## src/rtl/regfile_wb_scoreboard.sv

```systemverilog
// Write-port controller for the register file: round-robin writeback arbitration,
// one registered write per cycle, and a per-register busy scoreboard that stalls issue.
module regfile_wb_scoreboard #(
    parameter int NREG = 64,
    parameter int AW   = 6,
    parameter int DW   = 32,
    parameter int NREQ = 3
) (
    input  logic               clk,
    input  logic               rstn,
    input  logic               iss_valid,
    input  logic [AW-1:0]      iss_rs1,
    input  logic [AW-1:0]      iss_rs2,
    input  logic [AW-1:0]      iss_rd,
    input  logic               iss_wen,
    output logic               iss_stall,
    input  logic               flush,
    input  logic [NREQ-1:0]    wb_valid,
    output logic [NREQ-1:0]    wb_ready,
    input  logic [NREQ*AW-1:0] wb_rd,
    input  logic [NREQ*DW-1:0] wb_data,
    output logic               rf_we,
    output logic [AW-1:0]      rf_waddr,
    output logic [DW-1:0]      rf_wdata,
    output logic [NREG-1:0]    busy
);

    localparam int PW = (NREQ > 1) ? $clog2(NREQ) : 1;

    logic [NREG-1:0] busy_q, busy_d;
    logic [PW-1:0]   ptr_q, ptr_d;
    logic            rf_we_q, rf_we_d;
    logic [AW-1:0]   rf_waddr_q, rf_waddr_d;
    logic [DW-1:0]   rf_wdata_q, rf_wdata_d;

    logic            gnt_found;
    logic [PW-1:0]   gnt_idx;
    logic [AW-1:0]   gnt_rd;
    logic [DW-1:0]   gnt_data;
    logic            iss_accept;

    // Handshake: a writeback transfers on the rising edge where wb_valid[i] & wb_ready[i];
    // the requester holds valid/rd/data stable until then. wb_ready does not wait on anything
    // downstream, so a valid requester is granted as soon as the rotating search reaches it.
    always_comb begin
        int idx;
        idx       = 0;
        gnt_found = 1'b0;
        gnt_idx   = '0;
        gnt_rd    = '0;
        gnt_data  = '0;
        wb_ready  = '0;
        for (int k = 0; k < NREQ; k++) begin
            idx = int'(ptr_q) + k;
            if (idx >= NREQ) idx = idx - NREQ;
            if (!gnt_found && wb_valid[idx]) begin
                gnt_found     = 1'b1;
                gnt_idx       = PW'(idx);
                gnt_rd        = wb_rd[idx*AW +: AW];
                gnt_data      = wb_data[idx*DW +: DW];
                wb_ready[idx] = 1'b1;
            end
        end
    end

    assign iss_stall  = iss_valid &
                        (busy_q[iss_rs1] | busy_q[iss_rs2] | (iss_wen & busy_q[iss_rd]));
    assign iss_accept = iss_valid & ~iss_stall;

    always_comb begin
        ptr_d = ptr_q;
        if (gnt_found) begin
            ptr_d = (gnt_idx == PW'(NREQ - 1)) ? '0 : gnt_idx + PW'(1);
        end
    end

    // A granted rd=0 result completes the handshake but is never written.
    always_comb begin
        rf_we_d    = gnt_found && (gnt_rd != '0);
        rf_waddr_d = rf_we_d ? gnt_rd   : rf_waddr_q;
        rf_wdata_d = rf_we_d ? gnt_data : rf_wdata_q;
    end

    // Clear on commit, then set on issue so a same-edge set wins; flush overrides both.
    always_comb begin
        busy_d = busy_q;
        if (rf_we_q) busy_d[rf_waddr_q] = 1'b0;
        if (iss_accept && iss_wen && (iss_rd != '0)) busy_d[iss_rd] = 1'b1;
        if (flush) busy_d = '0;
        busy_d[0] = 1'b0;
    end

    always_ff @(posedge clk or negedge rstn) begin
        if (!rstn) begin
            busy_q     <= '0;
            ptr_q      <= '0;
            rf_we_q    <= 1'b0;
            rf_waddr_q <= '0;
            rf_wdata_q <= '0;
        end else begin
            busy_q     <= busy_d;
            ptr_q      <= ptr_d;
            rf_we_q    <= rf_we_d;
            rf_waddr_q <= rf_waddr_d;
            rf_wdata_q <= rf_wdata_d;
        end
    end

    assign rf_we    = rf_we_q;
    assign rf_waddr = rf_waddr_q;
    assign rf_wdata = rf_wdata_q;
    assign busy     = busy_q;

endmodule

```

## config.mk

```make
export PLATFORM = sky130hd
export DESIGN_NAME = regfile_wb_scoreboard
export DESIGN_NICKNAME = d
export VERILOG_FILES = /design/src/rtl/regfile_wb_scoreboard.sv
export SDC_FILE = /design/constraint.sdc
export NUM_CORES = 1
export LEC_CHECK = 0
export CORE_ASPECT_RATIO = 0.8
export CORE_UTILIZATION = 30
export CTS_CLUSTER_DIAMETER = 200
export DETAILED_ROUTE_END_ITERATION = 12
export PLACE_DENSITY = 0.58
export SETUP_SLACK_MARGIN = 0.1
export SYNTH_ARGS = -nofsm -noshare
export SYNTH_HDL_FRONTEND = slang
export SYNTH_SLANG_ARGS = --single-unit
```

## constraint.sdc

```tcl
create_clock -name clk -period 10.3 [get_ports clk]
set_input_delay 1.545 -clock clk [delete_from_list [all_inputs] [get_ports clk]]
set_output_delay 1.545 -clock clk [all_outputs]
set_load 0.01 [all_outputs]
```

# Yosys cells after proc, flatten, opt, wreduce, memory -nomap -nowiden
# Index checks and enable logic that the tools add are counted.
[op_classes]
add_sub_neg = 6
multipliers = 3
n_lt_le_gt_ge = 15
eq_ne = 1
shift = 6
muxes = 47
n_bitwise = 11
reduce_logical = 14
[ops]
columns = ["cell", "n"]
rows = [
  ["variable part select 96 x 32 -> 32 bit", 3],
  ["two-way mux 32 bit", 6],
  ["two-way mux 64 bit", 3],
  [">= comparator 32 x 1 -> 1 bit (second input constant)", 3],
  ["less-than comparator 32 x 4 -> 1 bit (second input constant)", 3],
  ["multiplier 32 x 3 -> 31 bit (second input constant)", 3],
  ["variable part select 18 x 32 -> 6 bit", 3],
  ["bitwise AND 64 bit", 1],
  ["NOT 64 bit", 1],
  ["OR 64 bit", 1],
  ["less-than comparator 6 x 7 -> 1 bit (second input constant)", 4],
  ["binary-select mux 1 bit (select 6 bit)", 3],
  ["two-way mux 6 bit", 3],
  ["two-way mux 1 bit", 17],
  ["demux 1 bit (select 6 bit)", 2],
  [">= comparator 6 x 1 -> 1 bit (second input constant)", 2],
  ["nonzero test 6 bit", 2],
  ["logical AND 1 bit", 10],
  ["two-way mux 3 bit", 3],
  ["two-way mux 2 bit", 4],
  ["subtractor 3 x 2 -> 4 bit (second input constant)", 2],
  ["binary-select mux 1 bit (select 2 bit)", 3],
  ["demux 1 bit (select 2 bit)", 3],
  [">= comparator 3 x 2 -> 1 bit (second input constant)", 2],
  ["11 further kinds", 16],
]
[totals]
regBits = 104
inputBits = 140
out_inout_bits = 107
word_cells = 108

# Depth between registers and ports, before layout
# Gate-level depths: netlist (run 1).
[logic_depth]
depth_word = 14
depth_mapped = 19
ltp_nobuf = 13

# Least setup slack after synthesis (run 1)
# Ideal clock, no wire load.
[synth_path]
path_type = "input-to-output"
startpoint = "input port iss_rs1[1]"
endpoint = "output port iss_stall"
arrival_ns = 3.969
required_ns = 8.755
slack_ns = 4.786
path_stages = 10
path_buffers = 3
path_cell_list = "buf_2 clkbuf_1 mux4_2 mux4_2 nand3b_1 o31ai_1 nor4b_4 nand2_1 buf_2 o21a_1"
[synth_between]
elab_chain_cells = 5
[synth_rtl]
columns = ["item", "line_no", "text"]
rows = [
  ["start, declared", "12", "input logic [AW-1:0] iss_rs1,"],
  ["binary-select mux 1 bit (select 6 bit)", "67", "(busy_q[iss_rs1] | busy_q[iss_rs2] | (iss_wen & busy_q[iss_rd]));"],
  ["two-way mux 1 bit (not written as such)", "67", ""],
  ["OR 1 bit (2 in a row)", "67", ""],
  ["bitwise AND 1 bit", "66", "assign iss_stall = iss_valid &"],
  ["end, declared", "16", "output logic iss_stall,"],
]
# No other way between the ends. The select of a mux whose other input is x is not followed.

# Worst setup path in the final report (run 1)
[layout_path]
startpoint = "input port iss_rd[1]"
endpoint = "output port iss_stall"
[layout_between]
elab_chain_cells = 5
[layout_rtl]
columns = ["item", "line_no", "text"]
rows = [
  ["start, declared", "14", "input logic [AW-1:0] iss_rd,"],
  ["binary-select mux 1 bit (select 6 bit)", "67", ""],
  ["two-way mux 1 bit (not written as such)", "67", ""],
  ["bitwise AND 1 bit", "67", ""],
  ["OR 1 bit", "67", ""],
  ["bitwise AND 1 bit", "66", ""],
]
# No other way between the ends. The select of a mux whose other input is x is not followed.

==> flow_summary_export.csv, run 1 <==
group,metric,value,unit
sta,rsz0062_at_grt,"no",
sta,fin_crit_sh,73.36,%
power,peakVddDrop,0.1603,mV
clock_tree,ctsResizeCount,0,
worst_setup_path,crit_path_cell_trace,"clkdlybuf4s50_1, nor2b_1, a221oi_1, a2111oi_0, o21ai_0, nor4b_4, nand2_1, o21a_1, clkdlybuf4s50_1",
route,viasPerCell,6.190,
sta,period_needed,7556,ps
clock_tree,cts_buffers,9,
clock_tree,cts_hold_buffers,0,
grt,grt_pass1_vias,10630,
floorplan,die_h,168.2,um
logic_synthesis,synthDistinctLibCells,75,
sta,fin_skew,8.956,ps
sta,final.setup.worst_slack,2744,ps
logic_synthesis,synthesis.area,0.01035,sq mm
sta,hold_violations,0,
floorplan,fp.dieW,209.7,um
logic_synthesis,yosys_register_bits,104,
clock_tree,tritoncts,"yes",
final_layout,area_growth,28.08,%
clock_tree,clkLatencyLatePin,370,ps
logic_synthesis,synthCells,1194,
placement,placed_cell_area,0.01298,sq mm
sta,slew_headroom,9.222,%
sta,tightest_slew,1351,ps
final_layout,fin_util,39.26,%
logic_synthesis,synth_top_flop_cell,"dfrtp_1",
worst_setup_path,path_class,"input pin to primary output",
route,dr.pass1.iters,6,
worst_setup_path,arrival,6010,ps
floorplan,std_cell_rows,60,
placement,port_buffers,245,
logic_synthesis,synthTopCellsByCount,"nand2_1, dfrtp_1, a21oi_1",
grt,grt_first_pass_wirelength,64840,um
outcome,status,"completed",
clock_tree,post_cts_buffers,0,
sta,setup_viol,0,
sta,maxSlewViolCount,0,
final_layout,final_nets,1501,
grt,antenna_found_initial,1,
placement,dp.cells,1774,
final_layout,layout-drive-gt1-share,12.02,%
logic_synthesis,ys.warnings.count,0,
logic_synthesis,synth.area.top_cells,"dfrtp_1, mux4_2, nand2_1",
route,ant_nets,0,
final_layout,diodes,0,
placement,gp_congestion,0.9928,
logic_synthesis,synth_top_cell_area_share,25.14,%
logic_synthesis,synth-edff-count,0,
worst_setup_path,critical_path.n_buffers_inverters,2,
placement,hpwl,29370,um
clock_tree,root_buffer,"clkbuf_16",
route,wl_per_cell,23.94,um
route,drtIter0Drc,1350,
sta,setup_tns,0,ps
logic_synthesis,synth-async-reset-ratio,100.0,%
run,drv_cap,0,
grt,grt_overflow_total,0,
clock_tree,clk_path_buf_depth,2,
worst_setup_path,crit_top_cell,"clkdlybuf4s50_1",
floorplan,initial_core_util,30.65,%
logic_synthesis,yosysTopAreaCell,"dfrtp_1",
worst_setup_path,crit_path_start_kind,"input pin",
power,p_leak,5.144,nW
power,power_density,247.8,mW/mm^2
floorplan,core,0.03378,sq mm
worst_setup_path,crit_slowest_cell,"clkdlybuf4s50_1",
floorplan,die_area,0.03526,sq mm
route,route.detailed.drc,0,
final_layout,postLayoutCellArea,0.01326,sq mm
sta,fmax,132.3,MHz
worst_setup_path,crit_family,"buffers and inverters",
worst_setup_path,cp_slowest_stage_delay,1240,ps
floorplan,num_io_pins,247,
grt,grt_max_degree,77,
clock_tree,cts.sinks,104,
clock_tree,htree_levels,3,
grt,grt_use_total,23.81,%
logic_synthesis,synth_most_common_cell,"nand2_1",
placement,dpl_worst_slack,2890,ps
route,drt-total-wl,42850,um
logic_synthesis,synth-seq-area-share,25.14,%
final_layout,final_cells,1790,
clock_tree,clk_transition_reported_paths,70,ps
min_path,worstHoldPathType,"register to register",
worst_setup_path,endpoint_kind,"primary output",
route,num_vias,11080,
worst_setup_path,cp_data_required_time,8760,ps
logic_synthesis,avgSynthCellArea,8.671,sq um
worst_setup_path,critical_path.max_fanout,32,
-- cell type report --
class | instances | area [sq um]
Tap cell | 434 | 543.0
Clock buffer | 11 | 242.7
Clock inverter | 5 | 38.79
Sequential cell | 104 | 2603
Multi-Input combinational cell | 960 | 7216
Timing Repair Buffer | 259 | 2555
Inverter | 17 | 63.81
Fill cell | 3396 | 20520
-- power by group --
group / internal, mW / switching (mW)
combinational: 1.04 / 1.31
sequential: 0.490 / 0.0918
clock: 0.174 / 0.175
total: 1.71 / 1.58
-- flip-flops by register name, indices dropped and copies added, names as in the netlist --
| name | flops |
|---|---|
| busy | 63 |
| rf_wdata | 32 |
| rf_waddr | 6 |
| ptr_q | 2 |
| rf_we | 1 |
-- worst register-to-register path: cells and delay by family, from the launching register on --
kind | cells | cell delay [ps]
multiplexers | 1 | 430
flip-flops | 1 | 420
adder cells (fa/ha/maj) | 2 | 1410
AND/OR/NAND/NOR | 3 | 960
buffers and inverters | 4 | 1340
AO/OA/AOI/OAI | 2 | 570
-- final timing paths --
path	end	slack, ps	cells past startpoint	from
min in group asynchronous	busy[31]	1130	1	rstn
hold / removal	rf_wdata[18]	520	1	rf_wdata[18]
max in group asynchronous	rf_wdata[26]	7810	2	rstn
setup reg to reg	rf_wdata[11]	5070	12	ptr_q[1]
setup / recovery	iss_stall	2740	9	iss_rd[1]
hold reg to reg	rf_wdata[18]	520	1	rf_wdata[18]
-- metrics by stage --
step	hold slack [ps]	power, mW
CTS	519.5	3.282
global route	534.1	3.517
floorplan	551.1	2.263
global placement	491.6	2.896
finish	515.6	3.287
detailed placement	493.7	2.923
-- layout by cell type, fill, tap and decap left out, types with 7 or more instances in the layout --
master and instances:
a22oi_1 36, nor2b_1 11, nor3_1 9, o211ai_1 62, nand2b_1 18, mux2_4 31
mux4_2 54, inv_1 14, nand4_1 8, buf_4 15, or3_1 9, nor2_1 31
dfrtp_1 104, o221ai_1 32, clkdlybuf4s50_1 244, mux2i_1 56, o21ai_0 50, a221oi_1 11
a21oi_1 85, nand2_1 232, clkbuf_16 9, nand3_1 47, mux2_2 25, o31ai_1 27
a211oi_1 7
-- logic make-up after synthesis --
| group | count (synthesis) | synth area share, % |
|---|---|---|
| buf+inv | 131 | 5.583 |
| mux | 167 | 24.48 |
| other cells | 1 | 0.03622 |
| fa+ha+maj | 12 | 1.547 |
| flops | 104 | 25.14 |
| simple gates | 407 | 18.31 |
| compound gates | 371 | 24.82 |
| xor+xnor | 1 | 0.08461 |
-- routing by layer --
layer,track usage [%],vias to the layer above,wire [um]
met3,7.573,86,5206
met4,7.521,2,1133
met1,32.18,5409,17980
met5,0,-,16
li1,-,4896,-
met2,35.98,687,18510
(Power assumes the default switching activity.)
==> run 2: changes to the inputs <==
--- a/config.mk
+++ b/config.mk
@@ -9,7 +9,7 @@
 export CORE_UTILIZATION = 30
 export CTS_CLUSTER_DIAMETER = 200
 export DETAILED_ROUTE_END_ITERATION = 12
-export PLACE_DENSITY = 0.58
+export PLACE_DENSITY = 0.6
 export SETUP_SLACK_MARGIN = 0.1
 export SYNTH_ARGS = -nofsm -noshare
 export SYNTH_HDL_FRONTEND = slang
==> constraint.sdc (replaced) <==
create_clock -name clk -period 6.6 [get_ports clk]
set_input_delay 0.99 -clock clk [delete_from_list [all_inputs] [get_ports clk]]
set_output_delay 0.99 -clock clk [all_outputs]
set_load 0.01 [all_outputs]
==> run 2 against run 1 <==
Net effect: combinational power up 56%; core utilization up 0.17 points; first-iteration DRC count down 7.5%; via count down 0.84%; global-route usage about the same; register-to-register slack worse by 3400 ps; final cell count up 0.11%; critical path type unchanged; largest cell class unchanged; highest routed layer is now met4.
==> flow_summary_export.csv, run 2 (synthesis gave the netlist of run 1 again) <==
group,metric,value,unit
sta,hold_violations,0,
clock_tree,clk_path_buf_depth,2,
power,power_density,388.3,mW/mm^2
route,wl_per_cell,23.79,um
final_layout,layout-drive-gt1-share,12.22,%
route,drt-total-wl,42640,um
final_layout,fillers,3396,
worst_setup_path,r2r_setup_slack,1670,ps
worst_setup_path,r2r-start,"ptr_q[1]",
floorplan,num_io_pins,247,
clock_tree,root_buffer,"clkbuf_16",
clock_tree,htree_levels,3,
route,route.detailed.drc,0,
clock_tree,cts_buffers,9,
route,dr.pass1.iters,7,
grt,grt_use_total,23.81,%
placement,gp_congestion,1.025,
floorplan,die_h,168.2,um
clock_tree,post_cts_buffers,0,
route,num_vias,10990,
worst_setup_path,endpoint_kind,"primary output",
placement,hpwl,29340,um
sta,rsz0062_at_grt,"no",
worst_setup_path,cp_data_required_time,5610,ps
worst_setup_path,crit_path_start_kind,"input pin",
power,p_leak,5.170,nW
placement,port_buffers,245,
outcome,status,"completed",
floorplan,std_cell_rows,60,
final_layout,final_nets,1503,
final_layout,layout_commonest_cell,"clkdlybuf4s50_1",
min_path,worstHoldPathType,"register to register",
min_path,hold_path_depth,1,
floorplan,die_area,0.03526,sq mm
final_layout,largest_reg_flops,63,
grt,antenna_found_initial,1,
clock_tree,clk_transition_reported_paths,80,ps
floorplan,initial_core_util,30.65,%
run,drv_cap,0,
grt,grt_pass1_vias,10570,
final_layout,fin_util,39.42,%
floorplan,fp.dieW,209.7,um
grt,grt_overflow_total,0,
sta,fin_skew,7.835,ps
floorplan,core,0.03378,sq mm
worst_setup_path,critical_path.max_fanout,31,
grt,grt_max_degree,67,
final_layout,area_growth,28.63,%
sta,final.setup.worst_slack,1080,ps
final_layout,layout_common_cells,"clkdlybuf4s50_1, nand2_1, dfrtp_1",
sta,period_needed,5520,ps
sta,fmax,181.2,MHz
clock_tree,cts_hold_buffers,0,
worst_setup_path,path_class,"input pin to primary output",
sta,setup_viol,0,
final_layout,diodes,0,
placement,dpl_worst_slack,1230,ps
worst_setup_path,arrival,4530,ps
sta,timing.hold.ws,513.9,ps
sta,tightest_slew,1296,ps
clock_tree,ctsResizeCount,0,
clock_tree,cts.sinks,104,
route,ant_nets,0,
worst_setup_path,regToRegEndpoint,"rf_wdata[0]",
sta,slew_headroom,12.90,%
grt,grt_first_pass_wirelength,64800,um
clock_tree,tritoncts,"yes",
clock_tree,clkLatencyLatePin,360,ps
worst_setup_path,r2r_cells,13,
worst_setup_path,critPathCapture,"iss_stall",
route,drtIter0Drc,1249,
worst_setup_path,crit_start,"iss_rd[0]",
sta,setup_tns,0,ps
sta,maxSlewViolCount,0,
route,viasPerCell,6.131,
sta,fin_crit_sh,83.64,%
power,peakVddDrop,0.3338,mV
run 2: changes by cell type in the layout (fill, tap and decap cells not counted), sizes merged:
cell and delta:
clkinv -1, buf +2, clkbuf -2, bufinv +1, inv +2
run 2: per-stage QoR:
step | instance area [sq um] | std cells | total power, mW
finish | 13320 | 1792 | 5.171
global placement | 13000 | 1776 | 4.507
global route | 13320 | 1792 | 5.519
CTS | 13320 | 1792 | 5.193
floorplan | 10360 | 1195 | 3.532
detailed placement | 13000 | 1776 | 4.558
run 2: worst min path at each step:
stage	start	end	slack (ps)
2_1_floorplan	rf_wdata[0]	rf_wdata[0]	550
3_3_place_gp	rf_wdata[1]	rf_wdata[1]	490
3_5_place_dp	rf_wdata[7]	rf_wdata[7]	490
4_1_cts	rf_wdata[17]	rf_wdata[17]	520
5_1_grt	rf_wdata[1]	rf_wdata[1]	530
6_report	rf_wdata[0]	rf_wdata[0]	510
run 2: cell type report:
type | count | area (sq um) | area share (%)
multi-input combinational | 960 | 7216 | 54.18
sequential | 104 | 2603 | 19.54
timing repair buffer | 261 | 2570 | 19.30
tap | 434 | 543.0 | 4.077
clock buffer | 9 | 225.2 | 1.691
clock inverter | 7 | 97.59 | 0.7328
inverter | 17 | 63.81 | 0.4791
run 2: layer usage:
metal	vias up	wire length, um	GRT usage, %
li1	4894	-	-
met1	5402	18200	32.57
met2	630	18990	36.14
met3	61	4540	6.790
met4	0	897	7.426
met5	-	0	0
run 2: power breakdown:
| part | switching [mW] | internal (mW) |
|---|---|---|
| registers | 0.145 | 0.765 |
| logic | 2.04 | 1.63 |
| clock network | 0.286 | 0.308 |
| total | 2.47 | 2.70 |
run 2: worst max-delay path, stage by stage:
cell             delay (ps)
clkdlybuf4s50_1         930
nor2b_1                 770
a221oi_1                150
a2111oi_0               500
o21ai_0                 200
nor4b_4                 180
nand2_1                 100
o21a_1                  170
clkdlybuf4s50_1         540
